--- config.mk ---
export PLATFORM = sky130hd
export DESIGN_NAME = iir6_coeff_bank
export DESIGN_NICKNAME = d
export VERILOG_FILES = /design/src/rtl/iir6_coeff_bank.sv
export SDC_FILE = /design/constraint.sdc
export NUM_CORES = 2
export LEC_CHECK = 0
export BUFFER_PORTS_ARGS = -buffer_cell sky130_fd_sc_hd__clkbuf_2
export CAP_MARGIN = 10
export CORE_UTILIZATION = 50
export DETAILED_ROUTE_END_ITERATION = 6
export PLACE_DENSITY_LB_ADDON = 0.25
export SLEW_MARGIN = 25
export SYNTH_ARGS = -nofsm -noshare
export SYNTH_HDL_FRONTEND = slang
export SYNTH_SLANG_ARGS = --single-unit
--- constraint.sdc ---
create_clock -name state_clk -period 1.8 [get_ports state_clk]
set_input_delay 0.09 -clock state_clk [delete_from_list [all_inputs] [get_ports state_clk]]
set_output_delay 0.09 -clock state_clk [all_outputs]
set_load 0.02 [all_outputs]
--- src/rtl/iir6_coeff_bank.sv ---
// -----------------------------------------------------------------------------
// iir6_coeff_bank
// Coefficient bank and update sequencer for the sixth-order 27-bit IIR filter.
// A host fills a shadow bank one word at a time, then commits it. The whole
// shadow bank is copied into the active outputs in a single state_clk edge,
// on the first falling edge of lr_clk (frame boundary) after the commit. The
// filter therefore never sees a mix of old and new coefficients.
//
// Ports:
//   state_clk       system clock
//   reset           synchronous active-high reset
//   lr_clk          audio frame clock, asynchronous to state_clk
//   wr_en/wr_addr/wr_data   shadow write port (0..6 b1..b7, 7..12 a2..a7,
//                   13 scale, 14..15 illegal)
//   wr_ready        write/commit accepted when high
//   wr_err          one-cycle pulse on an illegal or rejected write
//   commit          request a shadow->active swap at the next frame boundary
//   commit_pending  commit accepted, swap not yet done
//   commit_ack      one-cycle pulse on the edge the active bank updates
//   rd_addr/rd_shadow/rd_data   registered readback of either bank
//   b1..b7, a2..a7  active coefficients, 3.24 two's complement
//   scale           active output shift
// -----------------------------------------------------------------------------
module iir6_coeff_bank (
  input  logic        state_clk,
  input  logic        reset,
  input  logic        lr_clk,
  input  logic        wr_en,
  input  logic [3:0]  wr_addr,
  input  logic [26:0] wr_data,
  output logic        wr_ready,
  output logic        wr_err,
  input  logic        commit,
  output logic        commit_pending,
  output logic        commit_ack,
  input  logic [3:0]  rd_addr,
  input  logic        rd_shadow,
  output logic [26:0] rd_data,
  output logic [26:0] b1,
  output logic [26:0] b2,
  output logic [26:0] b3,
  output logic [26:0] b4,
  output logic [26:0] b5,
  output logic [26:0] b6,
  output logic [26:0] b7,
  output logic [26:0] a2,
  output logic [26:0] a3,
  output logic [26:0] a4,
  output logic [26:0] a5,
  output logic [26:0] a6,
  output logic [26:0] a7,
  output logic [2:0]  scale
);

  typedef enum logic [0:0] {
    ST_IDLE = 1'b0,
    ST_PEND = 1'b1
  } state_e;

  localparam logic [3:0]  ADDR_SCALE = 4'd13;
  localparam logic [26:0] UNITY      = 27'h1000000;
  // Index 0 is b1; every other coefficient is zero -> unity passthrough.
  localparam logic [12:0][26:0] PASS_COEF = {{12{27'd0}}, UNITY};

  // Readback mux over one bank; scale is zero-extended, illegal reads give 0.
  function automatic logic [26:0] bank_read(input logic [12:0][26:0] coef,
                                            input logic [2:0]        scl,
                                            input logic [3:0]        addr);
    logic [26:0] r;
    r = 27'd0;
    if (addr < ADDR_SCALE) begin
      r = coef[addr];
    end else if (addr == ADDR_SCALE) begin
      r = {24'd0, scl};
    end else begin
      r = 27'd0;
    end
    return r;
  endfunction

  state_e             state_q, state_d;
  logic [2:0]         lr_pipe_q, lr_pipe_d;  // [0],[1] synchronizer, [2] history
  logic [12:0][26:0]  shadow_q, shadow_d;
  logic [2:0]         sh_scale_q, sh_scale_d;
  logic [12:0][26:0]  active_q, active_d;
  logic [2:0]         act_scale_q, act_scale_d;
  logic               wr_ready_q, wr_ready_d;
  logic               wr_err_q, wr_err_d;
  logic               commit_pending_q, commit_pending_d;
  logic               commit_ack_q, commit_ack_d;
  logic [26:0]        rd_data_q, rd_data_d;

  logic fb_s;
  logic wr_accept_s;
  logic swap_s;

  // Next-state logic: synchronizer, shadow writes, commit FSM, swap, readback.
  always_comb begin
    lr_pipe_d   = {lr_pipe_q[1:0], lr_clk};
    fb_s        = lr_pipe_q[2] & ~lr_pipe_q[1];

    // wr_ready_q is low while pending and for one cycle after a swap.
    wr_accept_s = wr_en & wr_ready_q & (wr_addr <= ADDR_SCALE);
    wr_err_d    = wr_en & ~wr_accept_s;

    shadow_d    = shadow_q;
    sh_scale_d  = sh_scale_q;
    if (wr_accept_s) begin
      if (wr_addr == ADDR_SCALE) begin
        sh_scale_d = wr_data[2:0];
      end else begin
        shadow_d[wr_addr] = wr_data;
      end
    end else begin
      shadow_d   = shadow_q;
    end

    swap_s  = 1'b0;
    state_d = state_q;
    case (state_q)
      ST_IDLE: begin
        // fb is deliberately ignored here: a commit landing on an fb waits
        // for the following one.
        if (commit) begin
          state_d = ST_PEND;
        end else begin
          state_d = ST_IDLE;
        end
      end
      ST_PEND: begin
        if (fb_s) begin
          swap_s  = 1'b1;
          state_d = ST_IDLE;
        end else begin
          state_d = ST_PEND;
        end
      end
      default: begin
        state_d = ST_IDLE;
      end
    endcase

    // The shadow bank already holds any write accepted with the commit.
    if (swap_s) begin
      active_d    = shadow_q;
      act_scale_d = sh_scale_q;
    end else begin
      active_d    = active_q;
      act_scale_d = act_scale_q;
    end

    // Ready only once IDLE has been registered for a full cycle.
    wr_ready_d       = (state_q == ST_IDLE) & (state_d == ST_IDLE);
    commit_pending_d = (state_d == ST_PEND);
    commit_ack_d     = swap_s;

    if (rd_shadow) begin
      rd_data_d = bank_read(shadow_q, sh_scale_q, rd_addr);
    end else begin
      rd_data_d = bank_read(active_q, act_scale_q, rd_addr);
    end
  end

  // State registers with synchronous reset to the passthrough set.
  always_ff @(posedge state_clk) begin
    if (reset) begin
      state_q          <= ST_IDLE;
      lr_pipe_q        <= 3'b000;
      shadow_q         <= PASS_COEF;
      sh_scale_q       <= 3'd0;
      active_q         <= PASS_COEF;
      act_scale_q      <= 3'd0;
      wr_ready_q       <= 1'b1;
      wr_err_q         <= 1'b0;
      commit_pending_q <= 1'b0;
      commit_ack_q     <= 1'b0;
      rd_data_q        <= 27'd0;
    end else begin
      state_q          <= state_d;
      lr_pipe_q        <= lr_pipe_d;
      shadow_q         <= shadow_d;
      sh_scale_q       <= sh_scale_d;
      active_q         <= active_d;
      act_scale_q      <= act_scale_d;
      wr_ready_q       <= wr_ready_d;
      wr_err_q         <= wr_err_d;
      commit_pending_q <= commit_pending_d;
      commit_ack_q     <= commit_ack_d;
      rd_data_q        <= rd_data_d;
    end
  end

  assign wr_ready       = wr_ready_q;
  assign wr_err         = wr_err_q;
  assign commit_pending = commit_pending_q;
  assign commit_ack     = commit_ack_q;
  assign rd_data        = rd_data_q;

  assign b1    = active_q[0];
  assign b2    = active_q[1];
  assign b3    = active_q[2];
  assign b4    = active_q[3];
  assign b5    = active_q[4];
  assign b6    = active_q[5];
  assign b7    = active_q[6];
  assign a2    = active_q[7];
  assign a3    = active_q[8];
  assign a4    = active_q[9];
  assign a5    = active_q[10];
  assign a6    = active_q[11];
  assign a7    = active_q[12];
  assign scale = act_scale_q;

endmodule

---- Word level (Yosys, flattened, before mapping) ----
Index checks and enable logic that the tools add are counted.
word-level totals
  register bits after elaboration ......... 742
  output and inout port bits .............. 385
  logic and storage cells ................. 71
  input port bits ......................... 41
operators by class
  reductions and logical operators ........ 3
  bitwise logic cells ..................... 10
  order comparisons ....................... 5
  eq/ne operators ......................... 2
  muxes and demuxes ....................... 17
operators by type and width
  cell                count
  $bwmux 351          1
  $bmux 27 s4         2
  $mux 27             6
  $demux 27 s4        1
  $lt 4x5->1 const B  2
  $eq 4x4->1 const B  2
  $mux 3              2
  $and 1x1->1         5
  $not 1->1           5
  $ge 4x1->1 const B  1
  $le 4x4->1 const B  1
  $lt 4x4->1 const B  1
  $mux 1              4
  $reduce_and 2->1    2
  $pmux 1 s2          1
  $logic_and 1x1->1   1

---- Longest topological paths before layout ----
  depth in word-level cells ............... 6
  gate-level depth with buffers ........... 9
  mapped depth without buffers ............ 4

---- Worst setup path before layout ----
OpenSTA, ideal clock, no wires.
  path type ............................... reg2reg
  from .................................... register wr_ready_q, in the netlist wr_ready
  to ...................................... register shadow_q[100] in the netlist's numbering
  required time ........................... 1.730 ns
  stages on the path, launching flop included .. 8
  clock period less this slack ............ 1.753 ns
  buffers on the path ..................... 3
  setup slack ............................. 0.047 ns
  setup time .............................. 0.070 ns
  data arrival time ....................... 1.682 ns
  cells stage by stage .................... dfxtp_1 -> nor4bb_1 -> clkbuf_1 -> and3_1 -> buf_2 -> buf_2 -> nand2_1 -> a21oi_1
between the ends
  longest elaborated chain between the ends .. 3
ends and longest elaborated chain
  item                        RTL line  RTL
  start, declared             87        logic wr_ready_q, wr_ready_d;
  start signal, assigned      185       wr_ready_q <= wr_ready_d;
  $and 1x1->1 (2 in series)   103       wr_accept_s = wr_en & wr_ready_q & (wr_addr <= ADDR_SCALE);
  $reduce_and 2->1 (no line)  -
  end signal, assigned        181       shadow_q <= shadow_d;
  end, declared               83        logic [12:0][26:0] shadow_q, shadow_d;
No other way between the ends.
A chain may end at the register's enable or synchronous reset.

---- Final worst setup path ----
  from .................................... register active_q (netlist bit b3[9])
  to ...................................... register rd_data_q[9], in the netlist rd_data[9]
between the ends
  longest elaborated chain between the ends .. 4
ends and longest elaborated chain
  item                           RTL line  RTL
  start, declared                85        logic [12:0][26:0] active_q, active_d;
  start signal, assigned         183       active_q <= active_d;
  $bmux 27 s4                    72        r = coef[addr];
  $mux 27 (implied by the code)  72
  $mux 27                        71        if (addr < ADDR_SCALE) begin
  $mux 27                        157       if (rd_shadow) begin
  end signal, assigned           189       rd_data_q <= rd_data_d;
  end, declared                  91        logic [26:0] rd_data_q, rd_data_d;
No other way between the ends. The select of a mux whose other input is x is not followed.

==> results.toml <==
[synth]
synth_top_area_share_pct = 47.8
synth_nets = 3752
yosys.cell_types.count = 54
syn_area_per_cell_um2 = 8.38
synthFlopType = "dfxtp_1"
yosys_register_bits = 742
synth-edff-count = 0
ys_top_cells_by_area = "dfxtp_1 (48%), nand2_1 (17%), a21oi_1 (11%)"
async_flop_share_pct = 0
synth_largest_area_cell = "dfxtp_1"
synth_warnings = 0
post_synth_inst_count = 3711
synth_seq_area_share_pct = 47.8
syn-cell-area_um2 = 31100

[routing]
wl_per_cell_um = 23.8
finalWirelength_mm = 119
vias = 29700
drc = 0
viasPerCell = 5.95
drtIter0Drc = 3888
ant_nets = 0
dr.pass1.iters = 7

[power_and_ir_drop]
p_switching_mw = 8.33
irDropWorstVdd_v = 0.000583
pwr-share-seq_pct = 47.5
internal_power_mw = 26.7
pwr-share-clk_pct = 46.5
cellPowerDensity_nw_per_um2 = 923
leakagePower_nw = 13.9
p_comb_share_pct = 6.0
power_mw = 35.0
p_sw_share_pct = 23.8

[global_route]
overflow = 0
grt_antenna_before_repair = 5
grt_pass1_wl_mm = 174
grt_pass1_vias = 27400
grt_max_degree = 179
grt_use_total_pct = 36.6

[placement]
numPortBuffers = 425
post-place-ws_ns = -0.336
dp_hpwl_mm = 81.2
gp_congestion = 0.950

[clocking]
path_clk_slew_ns = 0.06
cts-root-buf = "clkbuf_16"
h-tree-depth = 3
cts_setup_buffers = 0
clockBufferDepth = 3
cts.sinks = 742
cts_made_buffers = 77
clock_latency_ns = 0.64
cts_tree = "yes"

[cells_and_area]
nFillCells = 5317
final_core_util_pct = 61.6
final_nets = 4134
area.growth.synth_to_final_pct = 22.1
mostFrequentLayoutCell = "nand2_1"
layout-drive-gt1-share_pct = 21.8
final_cell_mix = "nand2_1 (1437), dfxtp_1 (742), a21oi_1 (713), clkbuf_2 (421), mux4_2 (144)"

[sta]
finalHoldViolCount = 0
fin_ws_ns = 0.0158
post-route-period-util_pct = 99.1
slew_headroom_pct = 43.5
setup_violations = 0
drv_slew = 0
max_freq_ghz = 0.560
finClkSkew_ns = 0.0254
fin_crit_ns = 1.78
worst_slew_pin_slew_ns = 0.848
rsz0062_at_grt = "no"

[setup_path]
critPathArrivalTime_ns = 2.26
timing.rr.end = "rd_data[9]"
worst-r2r-setup-slack_ns = 0.02
end_kind = "register"
crit_chain = "mux4_2 > a22oi_1 > nand3_1"
r2r_start = "b3[9]"
worst_r2r_path_depth = 3
crit_required_ns = 2.28
cp_max_fo = 3
slowest_delay_ns = 0.67
critPathLaunchType = "register"
crit_slowest_cell = "a22oi_1"
crit_type = "register to register"

[die]
coreArea_um2 = 61600
start_util_pct = 50.5
io_pins = 426
die_height_um = 251
rows = 91
die_area_um2 = 63200
die_w_um = 251

[worst_hold_path]
hold_class = "primary input to register"
min_from = "wr_data[18]"
hold-path-endpoint = "shadow_q[45]"
worstHoldPathCells = 3

[job]
drv_cap = 0

[run_status]
status = "finished, final reports clean"
## stage by stage
step	hold slack (ns)	setup TNS (ns)	instances	instance area (um2)
2_1_floorplan	0.218	0	3711	31100
4_1_cts	0.0000108	0	4986	37900
3_5_place_dp	0.309	-2.81	4831	35200
3_3_place_gp	0.302	-2.63	4831	35200
5_1_grt	0.0133	0	4989	38000
6_report	0.0323	0	4989	38000
## routing by layer
metal	wire, um	part of all wire (%)	GRT usage (%)	up-vias
met5	4	0.0034	0	-
met4	7110	6.0	20.4	2
met3	14400	12	10.0	323
met2	52700	44	55.2	1742
met1	44600	38	47.4	14200
li1	-	-	-	13400
## cell families after synthesis
| kind of cell | Yosys count | share of synthesized area (%) |
|---|---|---|
| simple gates | 1591 | 20.3 |
| mux | 205 | 12.4 |
| buf+inv | 321 | 4.70 |
| compound gates | 852 | 14.8 |
| flops | 742 | 47.8 |
## sequential cells by signal, summed over array words and instances (netlist names), 3 cells and up
register    flops
b6             27
rd_data        27
b2             27
shadow_q      351
b4             27
b3             27
lr_pipe_q       3
a3             27
scale           3
b1             27
a6             27
sh_scale_q      3
a4             27
a5             27
b7             27
a2             27
b5             27
a7             27
## power groups by stage
stage	clock (mW)	sequential, mW	combinational (mW)
final	16.3	16.6	2.11
after global routing	17.0	16.6	2.19
after CTS	16.3	16.6	2.06
after detailed placement	0	17.0	2.01
after global placement	0	17.0	2.00
after floorplan	0	17.0	1.15
## final cells by class
| class | instances | area, um2 | area share (%) |
|---|---|---|---|
| multi-input combinational | 2648 | 14900 | 39.2 |
| sequential | 742 | 14900 | 39.1 |
| timing repair buffer | 621 | 4620 | 12.2 |
| clock buffer | 115 | 2310 | 6.09 |
| tap | 837 | 1050 | 2.76 |
| clock inverter | 21 | 241 | 0.636 |
| inverter | 3 | 11.3 | 0.0297 |
| antenna | 2 | 5.00 | 0.0132 |
## synth_stat cells (all sizes together) (2+ instances only)
master and count:
a2111oi 3, a211o 34, a211oi 16, a21oi 715, a22oi 32, and2 4, and3 6, and4b 2
buf 82, clkbuf 236, dfxtp 742, inv 3, mux2 11, mux2i 50, mux4 144, nand2 1437
nand2b 7, nand3 29, nand4 19, nand4b 2, nor2 37, nor2b 11, nor3 15, nor4 6
o21ai 24, o221ai 2, o22ai 16, o2bb2ai 3, o31ai 2, or2 2, or3 4, or4 6
## critical path: cells and delay by family (launching register included)
| family | cells | cell delay, ns |
|---|---|---|
| muxes | 1 | 0.46 |
| DFF | 1 | 0.35 |
| and+or+nand+nor | 1 | 0.14 |
| AOI/OAI and AO/OA | 1 | 0.67 |
## timing repair
action | 4_1_cts | 5_1_grt
hold buffers | 19 | 1
endpoints found under the hold margin | 197 | 1
endpoints found under the setup margin | 0 | 6
resized for setup | 0 | 4
## worst max path at each step
stage | startpoint | end | slack [ns] | depth (start not counted)
finish | b3[9] | rd_data[9] | 0.02 | 3
global route | wr_ready | shadow_q[84] | 0.03 | 6
CTS | b3[6] | rd_data[6] | 0.02 | 3
detailed placement | rd_addr[0] | rd_data[3] | -0.34 | 6
global placement | rd_addr[0] | rd_data[3] | -0.31 | 6
floorplan | wr_ready | shadow_q[100] | 0.05 | 7
No activity file was read; power rests on OpenSTA's default activity.
